<file path="config.mk">
export PLATFORM = sky130hd
export DESIGN_NAME = count_seq_ctrl
export DESIGN_NICKNAME = d
export VERILOG_FILES = /design/src/rtl/count_pkg.sv /design/src/rtl/step_prescaler.sv /design/src/rtl/count_seq_ctrl.sv
export SDC_FILE = /design/constraint.sdc
export NUM_CORES = 1
export LEC_CHECK = 0
export ABC_AREA = 0
export ABC_CLOCK_PERIOD_IN_PS = 7720
export CAP_MARGIN = 20
export CORE_MARGIN = 3
export CORE_UTILIZATION = 50
export CTS_BUF_LIST = sky130_fd_sc_hd__clkbuf_2
export DETAILED_ROUTE_END_ITERATION = 16
export PLACE_DENSITY = 0.73
export SLEW_MARGIN = 20
export SYNTH_ARGS = -nofsm -noshare
export SYNTH_HDL_FRONTEND = slang
export SYNTH_HIERARCHICAL = 1
export SYNTH_SLANG_ARGS = --single-unit
</file>
<file path="constraint.sdc">
create_clock -name clk_100Mhz -period 7.72 [get_ports clk_100Mhz]
set_clock_uncertainty 0.1 [all_clocks]
set_input_delay 0.772 -clock clk_100Mhz [delete_from_list [all_inputs] [get_ports clk_100Mhz]]
set_output_delay 0.772 -clock clk_100Mhz [all_outputs]
set_load 0.03 [all_outputs]
</file>
<file path="src/rtl/count_pkg.sv">
// Shared definitions for the count sequencing controller: state encoding,
// button indices, LED bit map and the prescaler period helper.
package count_pkg;

    typedef enum logic [3:0] {
        ST_IDLE = 4'b0001,
        ST_UP   = 4'b0010,
        ST_DOWN = 4'b0100,
        ST_HALT = 4'b1000
    } state_t;

    localparam int unsigned BTN_RUN = 0;
    localparam int unsigned BTN_DIR = 1;
    localparam int unsigned BTN_CLR = 2;

    localparam int unsigned LED_WRAP = 10;
    localparam int unsigned LED_DIR  = 11;
    localparam int unsigned LED_IDLE = 12;
    localparam int unsigned LED_UP   = 13;
    localparam int unsigned LED_DOWN = 14;
    localparam int unsigned LED_HALT = 15;

    localparam int unsigned PRESC_W = 16;

    // Ticks per count step for a 4-bit rate select.
    function automatic logic [PRESC_W-1:0] rate_period(input logic [3:0] sel,
                                                       input int unsigned unit);
        return PRESC_W'((32'(sel) + 32'd1) * unit);
    endfunction

endpackage

</file>
<file path="src/rtl/step_prescaler.sv">
// Tick prescaler: counts enabled ticks and strobes step once per period.
module step_prescaler #(
    parameter int unsigned W = 16
) (
    input  logic         clk,
    input  logic         rst,
    input  logic         tick,
    input  logic         enable,
    input  logic         clear,
    input  logic [W-1:0] period,
    output logic         step
);

    logic [W-1:0] cnt;
    logic         reached;

    // >= rather than == so a shortened period steps on the very next tick.
    always_comb begin
        reached = (cnt >= (period - W'(1)));
        step    = enable && tick && reached && !clear;
    end

    always_ff @(posedge clk) begin
        if (rst || clear) begin
            cnt <= '0;
        end else if (enable && tick) begin
            if (reached) begin
                cnt <= '0;
            end else begin
                cnt <= cnt + W'(1);
            end
        end
    end

endmodule

</file>
<file path="src/rtl/count_seq_ctrl.sv">
// Sequencing controller: button edge commands, run/direction FSM and
// wrap/saturate count arithmetic feeding the FND controller.
module count_seq_ctrl #(
    parameter int unsigned MAX_COUNT     = 9999,
    parameter int unsigned TICK_DIV_UNIT = 10
) (
    input  logic        clk_100Mhz,
    input  logic        rst,
    input  logic        tick,
    input  logic [2:0]  btnDb,
    input  logic [7:0]  sw,
    output logic [15:0] led,
    output logic [13:0] segData
);

    import count_pkg::*;

    state_t             state;
    logic               dir;
    logic [13:0]        count;
    logic [2:0]         btn_q;
    logic [2:0]         rise;
    logic               step;
    logic               run_en;
    logic [PRESC_W-1:0] period;
    logic [14:0]        s;
    logic [14:0]        max15;
    logic [14:0]        cur;
    logic [14:0]        up_sum;
    logic [14:0]        step_val;
    logic               bound_hit;
    logic [15:0]        led_nxt;

    always_comb begin
        rise   = btnDb & ~btn_q;
        run_en = (state == ST_UP) || (state == ST_DOWN);
        period = rate_period(sw[3:0], TICK_DIV_UNIT);
    end

    // Any accepted command also zeroes the prescaler, which suppresses a
    // coincident step.
    step_prescaler #(
        .W (PRESC_W)
    ) u_presc (
        .clk    (clk_100Mhz),
        .rst    (rst),
        .tick   (tick),
        .enable (run_en),
        .clear  (|rise),
        .period (period),
        .step   (step)
    );

    always_comb begin
        s         = sw[4] ? 15'd10 : 15'd1;
        max15     = 15'(MAX_COUNT);
        cur       = {1'b0, count};
        up_sum    = cur + s;
        step_val  = '0;
        bound_hit = 1'b0;
        if (state == ST_UP) begin
            if (up_sum <= max15) begin
                step_val = up_sum;
            end else if (sw[7]) begin
                step_val = up_sum - (max15 + 15'd1);
            end else begin
                step_val  = max15;
                bound_hit = 1'b1;
            end
        end else begin
            if (cur >= s) begin
                step_val = cur - s;
            end else if (sw[7]) begin
                step_val = cur + (max15 + 15'd1) - s;
            end else begin
                step_val  = '0;
                bound_hit = 1'b1;
            end
        end
    end

    always_comb begin
        led_nxt           = '0;
        led_nxt[LED_IDLE] = (state == ST_IDLE);
        led_nxt[LED_UP]   = (state == ST_UP);
        led_nxt[LED_DOWN] = (state == ST_DOWN);
        led_nxt[LED_HALT] = (state == ST_HALT);
        led_nxt[LED_DIR]  = dir;
        led_nxt[LED_WRAP] = sw[7];
        led_nxt[9:0]      = count[9:0];
    end

    always_ff @(posedge clk_100Mhz) begin
        if (rst) begin
            state   <= ST_IDLE;
            dir     <= 1'b1;
            count   <= '0;
            btn_q   <= '0;
            led     <= 16'h1800;
            segData <= '0;
        end else begin
            btn_q   <= btnDb;
            led     <= led_nxt;
            segData <= count;
            if (rise[BTN_CLR]) begin
                count <= '0;
                state <= ST_IDLE;
            end else if (rise[BTN_RUN]) begin
                if (state == ST_IDLE) begin
                    state <= dir ? ST_UP : ST_DOWN;
                end else begin
                    state <= ST_IDLE;
                end
            end else if (rise[BTN_DIR]) begin
                dir <= ~dir;
                if (state != ST_IDLE) begin
                    state <= dir ? ST_DOWN : ST_UP;
                end
            end else if (step) begin
                count <= step_val[13:0];
                if (bound_hit) begin
                    state <= ST_HALT;
                end
            end
        end
    end

endmodule

</file>
; Word-level counts from Yosys, hierarchy flattened
; Index checks and enable logic that the tools add are counted.
[word_totals]
elab_cells = 63
mem_bits_rw = 0
regBits = 68
inputBits = 14
output_inout_bits = 30
memories = 0
mem_bits_ro = 0
latchBits = 0
[classes]
n_reduce_logical = 13
mul = 1
bitwise = 6
muxes = 19
div_mod_pow = 0
addsub = 8
shifts = 0
eq_ne = 6
magnitude_cmp = 3
[ops]
columns = op, count
row1 = 14-bit 2-to-1 mux, 5
row2 = 14-bit by 4-bit subtractor with 14-bit output, 2
row3 = 4-bit 2-to-1 mux, 6
row4 = 16-bit by 1-bit adder with 16-bit output (second input constant), 1
row5 = 16-bit >= comparator, 1
row6 = 16-bit 2-to-1 mux, 1
row7 = 14-bit by 4-bit adder with 15-bit output, 1
row8 = 15-bit by 14-bit less-or-equal comparator with 1-bit output (second input constant), 1
row9 = 14-bit adder (second input constant), 1
row10 = 14-bit by 4-bit >= comparator with 1-bit output, 1
row11 = 14-bit subtractor (second input constant), 1
row12 = 9-bit by 1-bit subtractor with 10-bit output (second input constant), 1
row13 = 3-bit 2-to-1 mux, 3
row14 = 3-bit AND reduction, 3
row15 = 5-bit by 3-bit multiplier with 8-bit output (second input constant), 1
row16 = 3-bit nonzero test, 2
row17 = 4-bit by 1-bit adder with 5-bit output (second input constant), 1
row18 = 4-bit by 1-bit equality test with 1-bit output (second input constant), 1
row19 = 4-bit by 2-bit equality test with 1-bit output (second input constant), 1
row20 = 4-bit by 3-bit equality test with 1-bit output (second input constant), 1
row21 = 4-bit equality test (second input constant), 1
row22 = 1-bit 2-to-1 mux, 4
row23 = 4-bit by 1-bit != test with 1-bit output (second input constant), 1
row24 = 1-bit NOT, 4
row25 = 8 further kinds, 11

; Longest topological paths before layout
[logic_depth]
depth_word = 9
mapped_depth = 23
ltp_nobuf = 23

; Modules after synthesis
; The synthesis kept the hierarchy.
[modules_own_cells]
columns = module, cells_each, seq_area_each_um2, instances, area_per_inst_um2
row1 = count_seq_ctrl, 458, 840.8, 1, 3783.6
row2 = step_prescaler, 164, 320.3, 1, 1452.6

; Worst setup path after synthesis
; No wires, ideal clock.
[synth_timing]
path_kind = input to register
startpoint = input sw[0]
endpoint = register count[12]
n_path_buf = 1
t_arrival_ps = 5277
stages = 22
setup_slack_ps = 2203
t_required_ps = 7480
setup_time_ps = 140
cell_sequence = ha_1 -> and3_1 -> ha_1 -> ha_1 -> a21o_1 -> a21oi_1 -> xnor2_1 -> or4_4 -> nor3_2 -> and2b_1 -> nand2_1 -> xor2_1 -> ha_1 -> nand4_1 -> nor3_2 -> nand2_1 -> a311oi_1 -> and3_1 -> clkbuf_1 -> o21ai_0 -> a31oi_1 -> a221oi_1
[synth_via]
elab_chain_len = 7
[synth_lines]
columns = element, line
row1 = "start, declared", count_seq_ctrl.sv:11  ; input logic [7:0] sw,
row2 = 4-bit by 1-bit adder with 5-bit output, count_pkg.sv:28  ; return PRESC_W'((32'(sel) + 32'd1) * unit);
row3 = 5-bit by 3-bit multiplier with 8-bit output, count_pkg.sv:28
row4 = via period[7], count_seq_ctrl.sv:25  ; logic [PRESC_W-1:0] period;
row5 = 9-bit by 1-bit subtractor with 10-bit output, step_prescaler.sv:19  ; reached = (cnt >= (period - W'(1)));
row6 = 16-bit >= comparator, step_prescaler.sv:19
row7 = 1-bit logical AND (2 in a row), step_prescaler.sv:20  ; step = enable && tick && reached && !clear;
row8 = via step, count_seq_ctrl.sv:23  ; logic step;
row9 = 3-bit AND reduction (no source line), n/a
row10 = "end signal, assigned", count_seq_ctrl.sv:120  ; count <= step_val[13:0];
row11 = "end, declared", count_seq_ctrl.sv:20  ; logic [13:0] count;
; The timed path passes the listed nets, and every way through them passes these cells.
; A chain may end at the register's enable or synchronous reset.

; Worst setup path in the final report
[layout_timing]
startpoint = input sw[0]
endpoint = register count[10]
; Same word-level chain as after synthesis.

==> summary.md <==
| Metric | Value |
|---|---|
| Status | finished clean |
| Mux share of post-synthesis cell area | 0.382% |
| Post-CTS setup buffer count | 0 |
| Crit path required time | 8.02 ns |
| Cell depth of the worst setup path | 24 |
| Endpoints failing setup | 0 |
| Post-synth EDFFs | 0 |
| Via Count | 4,754 |
| Yosys warns | 6 |
| Worst setup EP type | flip-flop |
| R2R Path Start | count[2]$_SDFFE_PP0P_ |
| Clk Latency, worst-skew pair | 0.52 ns |
| Final hold viol count | 0 |
| Hold path start | count[0]$_SDFFE_PP0P_ |
| Crit path top cell by count | ha_1 |
| IO Pins | 44 |
| Net Switching | 189 uW |
| Largest family of logic cells by synthesized area | simple AND/OR/NAND/NOR gates |
| Drt initial violations | 418 |
| Initial core utilization | 52.6% |
| Worst-case reg-to-reg path depth | 9 |
| Die area | 11,700 um^2 |
| # diodes | 0 |
| CTS tree | done |
| Row count | 36 |
| Fillers | 899 |
| Vias in the first global route | 4,390 |
| Remaining Overflow, GRT | 0 |
| Hold Path Sink | led[0]$_SDFF_PP0_ |
| Post-Synth Adder-Cell Area | 14.8% |
| Max VDD drop | 0.0932 mV |
| Slew at the pin closest to its max-slew limit | 1.10 ns |
| Crit path cell chain | clkdlybuf4s50_1 -> ha_1 -> xor2_1 -> ha_1 -> ha_1 -> a21o_1 -> a21oi_1 -> xnor2_1 -> or4_4 -> nor3_2 -> and2b_1 -> nand2_1 -> xor2_1 -> ha_1 -> nand4_1 -> nor3_2 -> nand2_1 -> a311oi_1 -> and3_1 -> o21ai_0 -> a21oi_1 -> a31oi_1 -> o211ai_1 -> a21oi_1 |
| Synth Area in Compound Gates | 19.3% |
| Area Overhead vs Synth | 11.6% |
| CP peak stage delay | 0.57 ns |
| Reg-to-reg endpoint | count[12]$_SDFFE_PP0P_ |
| Type of the tightest min-delay check | flip-flop to flip-flop |
| DRT Pass-1 Iters | 5 |
| Via-per-instance ratio | 5.96 |
| Nets | 733 |
| Clock Path Buffers | 2 |
| Count leader, synth | dfxtp_1 |
| Clock-pin slew on the worst setup and hold paths | 0.16 ns |
| Synth top area cells | dfxtp_1, ha_1, xnor2_1 |
| Inserted Clock Buffers | 9 |
| Wire per inst | 16.8 um |
| Pleak | 0.00226 uW |
| Non-filler cells, final | 798 |
| Antenna violations before repair | 0 |
| FF+latch count, synth | 58 |
| Post-synth cell types | 86 |
| Critical Path Slowest Stage Cell | or4_4 |
| Register area share after synthesis | 22.2% |
| Worst EP arrival | 6.82 ns |
| Chip width | 108 um |
| Startpoint types | input port |
| Height of the die | 108 um |
| First-pass GRT wire length | 21.9 mm |
| Total power | 646 uW |
| Maximum fanout along the worst path | 12 |
| Critical path buffers and inverters | 1 |
| R2r setup slk | 3.95 ns |
| Area share of the largest cell type after synthesis | 22.2% |
| Setup Crit Path Kind | input port to flip-flop |
| Power per Cell Area | 111 nW/um^2 |
| Max frequency | 153 MHz |
| Clk network pwr share | 34.7% |
| DP HPWL | 10.2 mm |
| Final Max Slew Viols | 0 |
| Top_reg_cell synth | dfxtp_1 |
| Aggregate routed wire length | 13.4 mm |
| Post-synthesis instance total | 622 |
| Layout cells sized above 1 | 9.02% |
| Xor/xnor share of the synthesized area | 10.0% |
| Largest net degree at the start of global routing | 27 |
| GRT Total Usage | 23.5% |
| Final Cycle Share | 84.5% |
| Comb power frac | 18.0% |
| Synthesized cell area | 5240 um^2 |
| CTS resizes | 0 |
| GPL Wtd Cong | 0.917 |
| Top Family by Delay on Critical Path | simple AND/OR/NAND/NOR gates |
| Cts hold-fix bufs | 0 |
| Post-layout util | 58.7% |
| Hold depth | 2 |
| Max_cap viols | 0 |
| Buffers on Ports | 41 |
| Internal power | 457 uW |
| Detail Route Antenna Nets | 0 |
| Slew headroom | 26.2% |
| Simple-Gate Fraction of Synth Area | 27.6% |
| Post-Syn Area per Cell | 8.42 um^2 |
| Share of power burned in registers | 47.3% |
| Sw frac | 29.2% |
| H-tree levels | 3 |
| Cell count after placement | 782 |
| CP Launch Point | sw[0] |
| Area leader, netlist | dfxtp_1 |
| Clock sink count | 58 |
| DRC | 0 |
| Worst Setup Slack, final | 1.20 ns |
| FFs w/ async S/R, synth | 0% |
| Core Box Area | 9950 um^2 |
| Pre-CTS setup slack | 0.724 ns |
| Fin Setup TNS | 0 ns |
| Tmin final | 6.52 ns |
| Commonest cells post-synth | dfxtp_1, ha_1, nor2_1, nand2_1, xnor2_1 |
| Clock root buffer | clkbuf_2 |
| RSZ-0062 raised after global routing | false |
[power groups by stage]
stage | sequential, uW | clock, uW | combinational [uW]
after floorplan | 313 | 0 | 83.6
after global placement | 312 | 0 | 110
after detailed placement | 312 | 0 | 115
after CTS | 306 | 226 | 116
after global routing | 306 | 241 | 131
final | 306 | 224 | 116
[stage by stage]
step / hold WS (ns) / instance area, um^2
floorplan: 0.351 / 5300
global placement: 0.393 / 5710
detailed placement: 0.384 / 5710
CTS: 0.409 / 5840
global route: 0.447 / 5840
finish: 0.404 / 5840
[registers in the layout, indices dropped and copies added (netlist names)]
signal and flops:
segData 4, dir 1, btn_q 3, led 16
state 4, u_presc/cnt 16, count 14
[routing by layer]
layer,share of wire [%],global-route usage (%)
met5,0,0
met4,1.5,9.02
met3,8.2,2.81
met2,46,37.4
met1,45,32.6
[cell type report]
class                      count  area [um^2]  share of cell area (%)
timing repair buffer          42          418                    7.15
inverter                      30          113                    1.93
clock buffer                  10         50.0                   0.857
multi-input combinational    519         3850                    66.0
sequential                    58         1160                    19.9
tap                          133          166                    2.85
clock inverter                 6         81.3                    1.39
[worst max-delay path by stage]
| stage | end | slack [ns] |
|---|---|---|
| final | count[10]$_SDFFE_PP0P_ | 1.20 |
| after global placement | count[10]$_SDFFE_PP0P_ | 0.89 |
| after detailed placement | count[10]$_SDFFE_PP0P_ | 0.72 |
| after floorplan | count[12]$_SDFFE_PP0P_ | 2.20 |
| after CTS | count[10]$_SDFFE_PP0P_ | 1.25 |
| after global routing | count[10]$_SDFFE_PP0P_ | 0.73 |
[tightest hold or removal path, stage by stage, from the launching register on]
cell     delay, ns
dfxtp_1       0.35
inv_1         0.08
nor2_1        0.05
[cell usage in the layout (no fill, tap or decap), drive strengths merged, types with 20 or more instances in the layout]
cell type       n
clkdlybuf4s50  41
nand3          20
ha             54
xnor2          40
nor2           49
inv            29
a21oi          33
xor2           20
nor3           28
o21ai          30
dfxtp          58
nand2          44
[cell families (layout without fill, tap and decap cells)]
family / Yosys count / in the layout
XOR/XNOR: 60 / 60
multiplexers: 2 / 2
AND/OR/NAND/NOR: 246 / 246
flip-flops: 58 / 58
buffers and inverters: 63 / 88
adder cells (fa/ha/maj): 59 / 59
AO/OA/AOI/OAI: 133 / 133
other: 1 / 19
Note: power is estimated with default switching activity, not from simulation.
